[src/rtl/axi_lite_cmd_master_if.sv]
// axi_lite_cmd_master_if: AXI4-Lite bus bundle (AW/W/B/AR/R) with master and slave views
interface AXI_BUS #(
    parameter int ADDR_WIDTH = 4,
    parameter int DATA_WIDTH = 32
);
    logic [ADDR_WIDTH-1:0]   aw_addr;
    logic [2:0]              aw_prot;
    logic                    aw_valid;
    logic                    aw_ready;
    logic [DATA_WIDTH-1:0]   w_data;
    logic [DATA_WIDTH/8-1:0] w_strb;
    logic                    w_valid;
    logic                    w_ready;
    logic [1:0]              b_resp;
    logic                    b_valid;
    logic                    b_ready;
    logic [ADDR_WIDTH-1:0]   ar_addr;
    logic [2:0]              ar_prot;
    logic                    ar_valid;
    logic                    ar_ready;
    logic [DATA_WIDTH-1:0]   r_data;
    logic [1:0]              r_resp;
    logic                    r_valid;
    logic                    r_ready;

    modport Master (
        output aw_addr, aw_prot, aw_valid, input aw_ready,
        output w_data, w_strb, w_valid, input w_ready,
        input  b_resp, b_valid, output b_ready,
        output ar_addr, ar_prot, ar_valid, input ar_ready,
        input  r_data, r_resp, r_valid, output r_ready
    );

    modport Slave (
        input  aw_addr, aw_prot, aw_valid, output aw_ready,
        input  w_data, w_strb, w_valid, output w_ready,
        output b_resp, b_valid, input b_ready,
        input  ar_addr, ar_prot, ar_valid, output ar_ready,
        output r_data, r_resp, r_valid, input r_ready
    );
endinterface

[src/rtl/axi_lite_cmd_master.sv]
// axi_lite_cmd_master: turns single register commands into AXI4-Lite write/read transactions
// Ports:
//   clk_i, rstn_i             clock (rising edge), asynchronous active-low reset
//   axi                       AXI4-Lite master port
//   cmd_valid_i/cmd_ready_o   command handshake; cmd_write_i, cmd_addr_i, cmd_wdata_i, cmd_wstrb_i payload
//   rsp_valid_o/rsp_ready_i   response handshake; rsp_write_o, rsp_rdata_o, rsp_resp_o payload
//   err_cnt_o                 saturating count of non-OKAY responses
module axi_lite_cmd_master #(
    parameter int DATA_WIDTH   = 32,
    parameter int ADDR_WIDTH   = 4,
    parameter int ERRCNT_WIDTH = 8
) (
    input  logic                      clk_i,
    input  logic                      rstn_i,
    AXI_BUS.Master                    axi,
    input  logic                      cmd_valid_i,
    output logic                      cmd_ready_o,
    input  logic                      cmd_write_i,
    input  logic [ADDR_WIDTH-1:0]     cmd_addr_i,
    input  logic [DATA_WIDTH-1:0]     cmd_wdata_i,
    input  logic [DATA_WIDTH/8-1:0]   cmd_wstrb_i,
    output logic                      rsp_valid_o,
    input  logic                      rsp_ready_i,
    output logic                      rsp_write_o,
    output logic [DATA_WIDTH-1:0]     rsp_rdata_o,
    output logic [1:0]                rsp_resp_o,
    output logic [ERRCNT_WIDTH-1:0]   err_cnt_o
);
    localparam logic [2:0] IDLE    = 3'd0;
    localparam logic [2:0] WR_REQ  = 3'd1;
    localparam logic [2:0] WR_RESP = 3'd2;
    localparam logic [2:0] RD_REQ  = 3'd3;
    localparam logic [2:0] RD_RESP = 3'd4;
    localparam logic [2:0] RSP     = 3'd5;

    logic [2:0]              state_q, state_d;
    logic                    aw_done_q, aw_done_d;
    logic                    w_done_q, w_done_d;
    logic                    write_q, write_d;
    logic [ADDR_WIDTH-1:0]   addr_q, addr_d;
    logic [DATA_WIDTH-1:0]   wdata_q, wdata_d;
    logic [DATA_WIDTH/8-1:0] wstrb_q, wstrb_d;
    logic [DATA_WIDTH-1:0]   rdata_q, rdata_d;
    logic [1:0]              resp_q, resp_d;
    logic [ERRCNT_WIDTH-1:0] err_q, err_d;
    logic                    cmd_hs, b_hs, r_hs, capture;
    logic [1:0]              resp_in;

    assign cmd_ready_o = state_q == IDLE;
    assign cmd_hs      = cmd_valid_i && cmd_ready_o;
    assign b_hs        = state_q == WR_RESP && axi.b_valid;
    assign r_hs        = state_q == RD_RESP && axi.r_valid;
    assign capture     = b_hs || r_hs;
    assign resp_in     = b_hs ? axi.b_resp : axi.r_resp;

    // AW and W each drop once their own handshake is recorded
    assign axi.aw_valid = state_q == WR_REQ && !aw_done_q;
    assign axi.aw_addr  = addr_q;
    assign axi.aw_prot  = 3'b000;
    assign axi.w_valid  = state_q == WR_REQ && !w_done_q;
    assign axi.w_data   = wdata_q;
    assign axi.w_strb   = wstrb_q;
    assign axi.b_ready  = state_q == WR_RESP;
    assign axi.ar_valid = state_q == RD_REQ;
    assign axi.ar_addr  = addr_q;
    assign axi.ar_prot  = 3'b000;
    assign axi.r_ready  = state_q == RD_RESP;

    assign rsp_valid_o = state_q == RSP;
    assign rsp_write_o = write_q;
    assign rsp_rdata_o = rdata_q;
    assign rsp_resp_o  = resp_q;
    assign err_cnt_o   = err_q;

    always_comb begin
        state_d   = state_q;
        aw_done_d = aw_done_q;
        w_done_d  = w_done_q;
        case (state_q)
            IDLE: begin
                aw_done_d = 1'b0;
                w_done_d  = 1'b0;
                if (cmd_hs) state_d = cmd_write_i ? WR_REQ : RD_REQ;
            end
            WR_REQ: begin
                aw_done_d = aw_done_q || axi.aw_ready;
                w_done_d  = w_done_q || axi.w_ready;
                if (aw_done_d && w_done_d) state_d = WR_RESP;
            end
            WR_RESP: if (b_hs) state_d = RSP;
            RD_REQ:  if (axi.ar_ready) state_d = RD_RESP;
            RD_RESP: if (r_hs) state_d = RSP;
            RSP:     if (rsp_ready_i) state_d = IDLE;
            default: state_d = IDLE;
        endcase
    end

    always_comb begin
        write_d = cmd_hs ? cmd_write_i : write_q;
        addr_d  = cmd_hs ? cmd_addr_i : addr_q;
        wdata_d = cmd_hs ? cmd_wdata_i : wdata_q;
        wstrb_d = cmd_hs ? cmd_wstrb_i : wstrb_q;
        rdata_d = r_hs ? axi.r_data : (b_hs ? '0 : rdata_q);
        resp_d  = capture ? resp_in : resp_q;
        err_d   = (capture && resp_in != 2'b00 && err_q != '1) ? err_q + 1'b1 : err_q;
    end

    always_ff @(posedge clk_i or negedge rstn_i) begin
        if (!rstn_i) begin
            state_q   <= IDLE;
            aw_done_q <= 1'b0;
            w_done_q  <= 1'b0;
            write_q   <= 1'b0;
            addr_q    <= '0;
            wdata_q   <= '0;
            wstrb_q   <= '0;
            rdata_q   <= '0;
            resp_q    <= 2'b00;
            err_q     <= '0;
        end else begin
            state_q   <= state_d;
            aw_done_q <= aw_done_d;
            w_done_q  <= w_done_d;
            write_q   <= write_d;
            addr_q    <= addr_d;
            wdata_q   <= wdata_d;
            wstrb_q   <= wstrb_d;
            rdata_q   <= rdata_d;
            resp_q    <= resp_d;
            err_q     <= err_d;
        end
    end
endmodule
[src/flat_wrapper.sv]
// flat-port wrapper written by rule: the top's interface ports become plain ports
module axi_lite_cmd_master_flat 
#(
    parameter int DATA_WIDTH   = 32,
    parameter int ADDR_WIDTH   = 4,
    parameter int ERRCNT_WIDTH = 8
)
  (clk_i, rstn_i, cmd_valid_i, cmd_ready_o, cmd_write_i, cmd_addr_i, cmd_wdata_i, cmd_wstrb_i, rsp_valid_o, rsp_ready_i, rsp_write_o, rsp_rdata_o, rsp_resp_o, err_cnt_o, axi_aw_addr, axi_aw_prot, axi_aw_valid, axi_aw_ready, axi_w_data, axi_w_strb, axi_w_valid, axi_w_ready, axi_b_resp, axi_b_valid, axi_b_ready, axi_ar_addr, axi_ar_prot, axi_ar_valid, axi_ar_ready, axi_r_data, axi_r_resp, axi_r_valid, axi_r_ready);
  AXI_BUS #(.ADDR_WIDTH(ADDR_WIDTH), .DATA_WIDTH(DATA_WIDTH)) axi_i ();
  input  logic clk_i;
  input  logic rstn_i;
  input  logic cmd_valid_i;
  output logic cmd_ready_o;
  input  logic cmd_write_i;
  input  logic [ADDR_WIDTH-1:0] cmd_addr_i;
  input  logic [DATA_WIDTH-1:0] cmd_wdata_i;
  input  logic [DATA_WIDTH/8-1:0] cmd_wstrb_i;
  output logic rsp_valid_o;
  input  logic rsp_ready_i;
  output logic rsp_write_o;
  output logic [DATA_WIDTH-1:0] rsp_rdata_o;
  output logic [1:0] rsp_resp_o;
  output logic [ERRCNT_WIDTH-1:0] err_cnt_o;
  output wire logic [$bits(axi_i.aw_addr)-1:0] axi_aw_addr;
  output wire logic [$bits(axi_i.aw_prot)-1:0] axi_aw_prot;
  output wire logic [$bits(axi_i.aw_valid)-1:0] axi_aw_valid;
  input wire logic [$bits(axi_i.aw_ready)-1:0] axi_aw_ready;
  output wire logic [$bits(axi_i.w_data)-1:0] axi_w_data;
  output wire logic [$bits(axi_i.w_strb)-1:0] axi_w_strb;
  output wire logic [$bits(axi_i.w_valid)-1:0] axi_w_valid;
  input wire logic [$bits(axi_i.w_ready)-1:0] axi_w_ready;
  input wire logic [$bits(axi_i.b_resp)-1:0] axi_b_resp;
  input wire logic [$bits(axi_i.b_valid)-1:0] axi_b_valid;
  output wire logic [$bits(axi_i.b_ready)-1:0] axi_b_ready;
  output wire logic [$bits(axi_i.ar_addr)-1:0] axi_ar_addr;
  output wire logic [$bits(axi_i.ar_prot)-1:0] axi_ar_prot;
  output wire logic [$bits(axi_i.ar_valid)-1:0] axi_ar_valid;
  input wire logic [$bits(axi_i.ar_ready)-1:0] axi_ar_ready;
  input wire logic [$bits(axi_i.r_data)-1:0] axi_r_data;
  input wire logic [$bits(axi_i.r_resp)-1:0] axi_r_resp;
  input wire logic [$bits(axi_i.r_valid)-1:0] axi_r_valid;
  output wire logic [$bits(axi_i.r_ready)-1:0] axi_r_ready;
  assign axi_aw_addr = axi_i.aw_addr;
  assign axi_aw_prot = axi_i.aw_prot;
  assign axi_aw_valid = axi_i.aw_valid;
  assign axi_i.aw_ready = axi_aw_ready;
  assign axi_w_data = axi_i.w_data;
  assign axi_w_strb = axi_i.w_strb;
  assign axi_w_valid = axi_i.w_valid;
  assign axi_i.w_ready = axi_w_ready;
  assign axi_i.b_resp = axi_b_resp;
  assign axi_i.b_valid = axi_b_valid;
  assign axi_b_ready = axi_i.b_ready;
  assign axi_ar_addr = axi_i.ar_addr;
  assign axi_ar_prot = axi_i.ar_prot;
  assign axi_ar_valid = axi_i.ar_valid;
  assign axi_i.ar_ready = axi_ar_ready;
  assign axi_i.r_data = axi_r_data;
  assign axi_i.r_resp = axi_r_resp;
  assign axi_i.r_valid = axi_r_valid;
  assign axi_r_ready = axi_i.r_ready;
  axi_lite_cmd_master #(.DATA_WIDTH(DATA_WIDTH), .ADDR_WIDTH(ADDR_WIDTH), .ERRCNT_WIDTH(ERRCNT_WIDTH)) u_core (.clk_i(clk_i), .rstn_i(rstn_i), .axi(axi_i), .cmd_valid_i(cmd_valid_i), .cmd_ready_o(cmd_ready_o), .cmd_write_i(cmd_write_i), .cmd_addr_i(cmd_addr_i), .cmd_wdata_i(cmd_wdata_i), .cmd_wstrb_i(cmd_wstrb_i), .rsp_valid_o(rsp_valid_o), .rsp_ready_i(rsp_ready_i), .rsp_write_o(rsp_write_o), .rsp_rdata_o(rsp_rdata_o), .rsp_resp_o(rsp_resp_o), .err_cnt_o(err_cnt_o));
endmodule
[config.mk]
export PLATFORM = sky130hd
export DESIGN_NAME = axi_lite_cmd_master_flat
export DESIGN_NICKNAME = d
export VERILOG_FILES = /design/src/rtl/axi_lite_cmd_master_if.sv /design/src/rtl/axi_lite_cmd_master.sv /design/src/flat_wrapper.sv
export SDC_FILE = /design/constraint.sdc
export NUM_CORES = 1
export LEC_CHECK = 0
export CAP_MARGIN = 20
export CORE_MARGIN = 4
export CORE_UTILIZATION = 43
export DETAILED_ROUTE_END_ITERATION = 7
export PLACE_DENSITY = 0.85
export SLEW_MARGIN = 15
export SYNTH_ARGS = -nofsm -noshare
export SYNTH_HDL_FRONTEND = slang
export SYNTH_SLANG_ARGS = --single-unit
[constraint.sdc]
create_clock -name clk_i -period 5.2 [get_ports clk_i]
set_input_delay 1.3 -clock clk_i [delete_from_list [all_inputs] [get_ports clk_i]]
set_output_delay 1.3 -clock clk_i [all_outputs]
set_load 0.1 [all_outputs]
---- After elaboration in Yosys (flattened, before gate mapping) ----
Index checks and enable logic that the tools add are counted.
storage, ports and cells
  output and inout port bits .............. 100
  word-level logic and storage cells ...... 54
  input port bits ......................... 86
  bits in registers ....................... 88
operators by class
  $add $sub $neg .......................... 1
  eq/ne operators ......................... 12
  reductions and logical operators ........ 18
  mux-type cells .......................... 13
operators by type and width
  operator               count
  $mux W32               2
  $mux W3                6
  $pmux W3 S6            1
  $add A8 B1 Y8 const B  1
  $logic_and A1 B1 Y1    8
  $ne A2 B1 Y1 const B   4
  $ne A8 B8 Y1 const B   1
  $eq A3 B2 Y1 const B   2
  $eq A3 B3 Y1 const B   2
  $reduce_and A6 Y1      1
  $reduce_bool A2 Y1     3
  $mux W2                2
  $ne A2 B2 Y1 const B   2
  $pmux W1 S2            2
  $eq A3 B1 Y1 const B   1
  $logic_not A3 Y1       1
  $logic_or A1 B1 Y1     3
  $logic_not A1 Y1       2

---- Logic depth before layout (Yosys ltp) ----
  word-level depth ........................ 6
  depth in mapped cells ................... 7
  depth with buffers taken out ............ 5

---- Worst setup path before layout ----
Ideal clock, no wire load.
  path type ............................... register -> output
  start point ............................. register u_core.state_q[1]
  end point ............................... output cmd_ready_o
  setup slack ............................. 1210 ps
  required time ........................... 3900 ps
  buffers on the path ..................... 1
  stages on the path, launching flop included .. 3
  arrival ................................. 2690 ps
  cells stage by stage .................... dfrtp_1 > buf_2 > nor3_1
between the ends
  longest elaborated chain between the ends .. 1
RTL lines
  element                   line                        source
  start: declaration        axi_lite_cmd_master.sv:36   logic [2:0] state_q, state_d;
  start signal: assignment  axi_lite_cmd_master.sv:121  state_q <= state_d;
  $logic_not A3 Y1          axi_lite_cmd_master.sv:49   assign cmd_ready_o = state_q == IDLE;
  end: declaration          flat_wrapper.sv:13          output logic cmd_ready_o;
Every way passes these cells.

---- Final worst setup path ----
  start point ............................. register u_core.state_q[0]
  end point ............................... output cmd_ready_o
Same word-level chain as after synthesis.

==> impl_metrics.prom <==
# TYPE chip_impl_metric gauge
chip_impl_metric{name="report.final.hold_viol_count",unit=""} 0
chip_impl_metric{name="synth_seq_area_share",unit=""} 0.594
chip_impl_metric{name="cp_data_required_time",unit="ns"} 3.90
chip_impl_metric{name="drive_above_1_share",unit=""} 0.146
chip_impl_metric{name="grt_overflow_total",unit=""} 0
chip_impl_metric{name="async_flop_share",unit=""} 1.00
chip_impl_metric{name="numPlacedInstances",unit=""} 541
chip_impl_metric{name="tightest_slew",unit="ns"} 1.02
chip_impl_info{name="worst_setup_path_endpoint",value="cmd_ready_o"} 1
chip_impl_info{name="outcome",value="completed"} 1
chip_impl_metric{name="numPortBuffers",unit=""} 179
chip_impl_metric{name="post-place-ws",unit="ns"} 1.66
chip_impl_metric{name="globalplace.congestion",unit=""} 0.848
chip_impl_metric{name="syn_area_per_cell",unit="µm²"} 13.4
chip_impl_metric{name="globalRouteTotalUtil",unit=""} 0.185
chip_impl_metric{name="cp.buffers_inverters",unit=""} 1
chip_impl_info{name="worstSetupPathType",value="flip-flop to output port"} 1
chip_impl_info{name="critPathTopFamily",value="buffers and inverters"} 1
chip_impl_metric{name="ys.warnings.count",unit=""} 0
chip_impl_metric{name="htree_num_levels",unit=""} 3
chip_impl_metric{name="synth_seq_cells",unit=""} 88
chip_impl_metric{name="num_rows",unit=""} 33
chip_impl_metric{name="routedWlPerCell",unit="µm"} 17.3
chip_impl_info{name="hold_start",value="u_core.axi.w_data[18]$_DFFE_PN0P_"} 1
chip_impl_metric{name="antenna_left",unit=""} 0
chip_impl_metric{name="grt_first_pass_wirelength",unit="mm"} 14.9
chip_impl_metric{name="drtIter0Drc",unit=""} 85
chip_impl_metric{name="fmaxAchievable",unit="MHz"} 263
chip_impl_metric{name="dieHeight",unit="µm"} 101
chip_impl_info{name="worst_setup_path_start_kind",value="flip-flop"} 1
chip_impl_metric{name="worst_setup_hold_path_clk_slew",unit="ns"} 0.09
chip_impl_metric{name="setup-violations-final",unit=""} 0
chip_impl_metric{name="postCtsHoldBufs",unit=""} 0
chip_impl_metric{name="clock_sink_count",unit=""} 88
chip_impl_metric{name="worst-path-max-fanout",unit=""} 13
chip_impl_metric{name="initial_core_util",unit=""} 0.447
chip_impl_metric{name="synth_area",unit="mm²"} 0.00371
chip_impl_metric{name="reg2reg_depth",unit=""} 5
chip_impl_metric{name="rrSetupSlack",unit="ns"} 2.78
chip_impl_metric{name="detail_route.drc_violations",unit=""} 0
chip_impl_metric{name="fill_cells",unit=""} 616
chip_impl_metric{name="fin_crit_sh",unit=""} 0.732
chip_impl_metric{name="final.hold.worst_slack",unit="ns"} 0.493
chip_impl_metric{name="setup_tns",unit="ns"} 0
chip_impl_info{name="slowest_stage",value="clkdlybuf4s50_1"} 1
chip_impl_metric{name="final_cell_count_no_fill",unit=""} 557
chip_impl_info{name="cts_root_buf",value="clkbuf_8"} 1
chip_impl_metric{name="antenna-diode-count",unit=""} 0
chip_impl_metric{name="cts.path.max_buffers",unit=""} 2
chip_impl_metric{name="clock-skew-final",unit="ns"} 0.0121
chip_impl_metric{name="clk-insertion-delay-late",unit="ns"} 0.34
chip_impl_info{name="critPathLaunch",value="u_core.state_q[0]$_DFFE_PN0P_"} 1
chip_impl_metric{name="floorplan.core_area",unit="mm²"} 0.00830
chip_impl_metric{name="detailed_place_hpwl",unit="mm"} 7.21
chip_impl_metric{name="timing.critical_path.depth",unit=""} 2
chip_impl_metric{name="die_x",unit="µm"} 101
chip_impl_info{name="tritoncts",value="yes"} 1
chip_impl_metric{name="final.min_clock_period",unit="ns"} 3.81
chip_impl_metric{name="setup_slack",unit="ns"} 1.39
chip_impl_metric{name="finish.net_count",unit=""} 534
chip_impl_metric{name="synth-edff-count",unit=""} 0
chip_impl_metric{name="drv_slew",unit=""} 0
chip_impl_metric{name="dr.pass1.iters",unit=""} 4
chip_impl_info{name="unrepaired_setup_endpoints_after_global_routing",value="false"} 1
chip_impl_metric{name="crit_arrival",unit="ns"} 2.51
chip_impl_metric{name="grt_start_max_net_pins",unit=""} 46
chip_impl_metric{name="detail_route.vias_per_cell",unit=""} 5.12
chip_impl_metric{name="number_of_global_route_vias_before_repair",unit=""} 2988
chip_impl_info{name="r2r_start",value="u_core.state_q[0]$_DFFE_PN0P_"} 1
chip_impl_info{name="crit_path_cell_trace",value="nor3_1, clkdlybuf4s50_1"} 1
chip_impl_info{name="synthFlopType",value="dfrtp_1"} 1
chip_impl_metric{name="cts_buffers",unit=""} 9
chip_impl_metric{name="layout-area-overhead-vs-synth",unit="%"} 53.2
chip_impl_metric{name="die_area",unit="mm²"} 0.0102
chip_impl_info{name="critical_path.endpoint_type",value="output port"} 1
chip_impl_metric{name="floorplan.io_pins",unit=""} 186
chip_impl_metric{name="post_cts.resized_instances",unit=""} 0
chip_impl_metric{name="synth_cells",unit=""} 276
chip_impl_metric{name="initial_antenna_violation_count",unit=""} 0
chip_impl_metric{name="cap_viol_max_count",unit=""} 0
chip_impl_metric{name="routed-via-count",unit=""} 2853
chip_impl_metric{name="cts_setup_buffers",unit=""} 0
chip_impl_metric{name="synth.lib_cells_used.distinct",unit=""} 42
chip_impl_info{name="worstReg2RegEnd",value="u_core.err_cnt_o[7]$_DFFE_PN0P_"} 1
chip_impl_info{name="timing.hold.worst.class",value="flip-flop to flip-flop"} 1
chip_impl_metric{name="max_slew_margin",unit=""} 0.315
chip_impl_metric{name="max_stage_delay_on_crit_path",unit="ns"} 1.22
chip_impl_metric{name="route.final.wire_length",unit="mm"} 9.62
==> worst register-to-register path: stages (launching register included) <==
cell,delay [ns]
dfrtp_1,0.53
and4bb_2,0.67
buf_4,0.36
a22oi_2,0.18
o22ai_1,0.24
mux2_1,0.34
==> area by class of cell <==
cell class,count,area [µm²],area share
Multi-Input combinational cell,161,1340,0.235
Clock buffer,9,124,0.0218
Inverter,5,18.8,0.00330
Timing Repair Buffer,182,1810,0.319
Clock inverter,7,55.1,0.00969
Tap cell,105,131,0.0231
Sequential cell,88,2200,0.388
==> how the worst min path moves through the flow <==
stage               cells past startpoint                                 to  slack, ns
finish                                  1  u_core.axi.w_data[18]$_DFFE_PN0P_       0.49
global route                            1  u_core.rsp_rdata_o[7]$_DFFE_PN0P_       0.52
CTS                                     1   u_core.axi.w_strb[3]$_DFFE_PN0P_       0.49
detailed placement                      1   u_core.axi.w_strb[3]$_DFFE_PN0P_       0.47
global placement                        1  u_core.axi.w_data[18]$_DFFE_PN0P_       0.47
floorplan                               2        u_core.w_done_q$_DFFE_PN0P_       0.49
==> synth_stat cells (2+ instances only) <==
master	count	share of area
nand2_1	9	0.0091
and3_1	3	0.0051
nor2_1	13	0.013
o22ai_1	5	0.0084
clkbuf_1	5	0.0051
a22o_1	33	0.078
o211ai_1	5	0.010
nand3_1	5	0.0067
dfrtp_1	88	0.59
buf_4	14	0.028
buf_2	7	0.0094
o21ai_0	6	0.0081
mux2_1	6	0.018
mux2i_1	3	0.0081
a21oi_1	3	0.0040
inv_1	5	0.0051
mux2_2	38	0.12
nand2b_1	2	0.0034
nor3b_1	2	0.0040
o2111ai_1	2	0.0047
==> registers in the layout, indices dropped and copies added (netlist names) <==
register,count
u_core.rsp_resp_o,2
u_core.err_cnt_o,8
u_core.rsp_rdata_o,32
u_core.w_done_q,1
u_core.aw_done_q,1
u_core.axi.w_strb,4
u_core.axi.w_data,32
u_core.state_q,3
u_core.rsp_write_o,1
u_core.axi.ar_addr,4
==> metrics by stage <==
step,area [µm²],utilization
after floorplan,3730,-
after global placement,5500,0.663
after detailed placement,5500,0.663
after CTS,5680,0.684
after global routing,5680,0.684
final,5680,0.684
==> cell usage in the layout, fill, tap and decap left out, types with 2 or more instances in the layout <==
cell and n:
mux2_1 6, nor2_1 13, a22o_1 33, inv_6 2, o21ai_0 6, clkinvlp_4 2
nand3_1 5, dfrtp_1 88, nor3b_1 2, and3_1 3, o22ai_1 5, o211ai_1 5
mux2i_1 3, mux2_2 38, nand2_1 9, o2111ai_1 2, buf_4 4, conb_1 6
inv_1 5, a21oi_1 3, clkdlybuf4s50_1 178, clkinv_4 2, clkbuf_8 9, nand2b_1 2
==> layer usage <==
| layer | up-vias | track usage | wire length, µm |
|---|---|---|---|
| li1 | 1336 | - | - |
| met4 | 0 | 0.0477 | 77 |
| met2 | 137 | 0.302 | 4670 |
| met1 | 1369 | 0.247 | 4000 |
| met5 | - | 0 | 0 |
| met3 | 11 | 0.0484 | 869 |
==> cells by family (layout without fill, tap and decap cells) <==
group	after synthesis	after routing	synth area share
fa+ha+maj	1	1	0.00337
buf+inv	32	203	0.0509
other cells	1	6	0.00101
compound gates	62	62	0.138
flops	88	88	0.594
mux	49	49	0.152
xor+xnor	1	1	0.00236
simple gates	42	42	0.0590
Power is left out: the tool's default activity adds up to more than one toggle a clock period on the data nets, which glitch-free logic cannot reach.
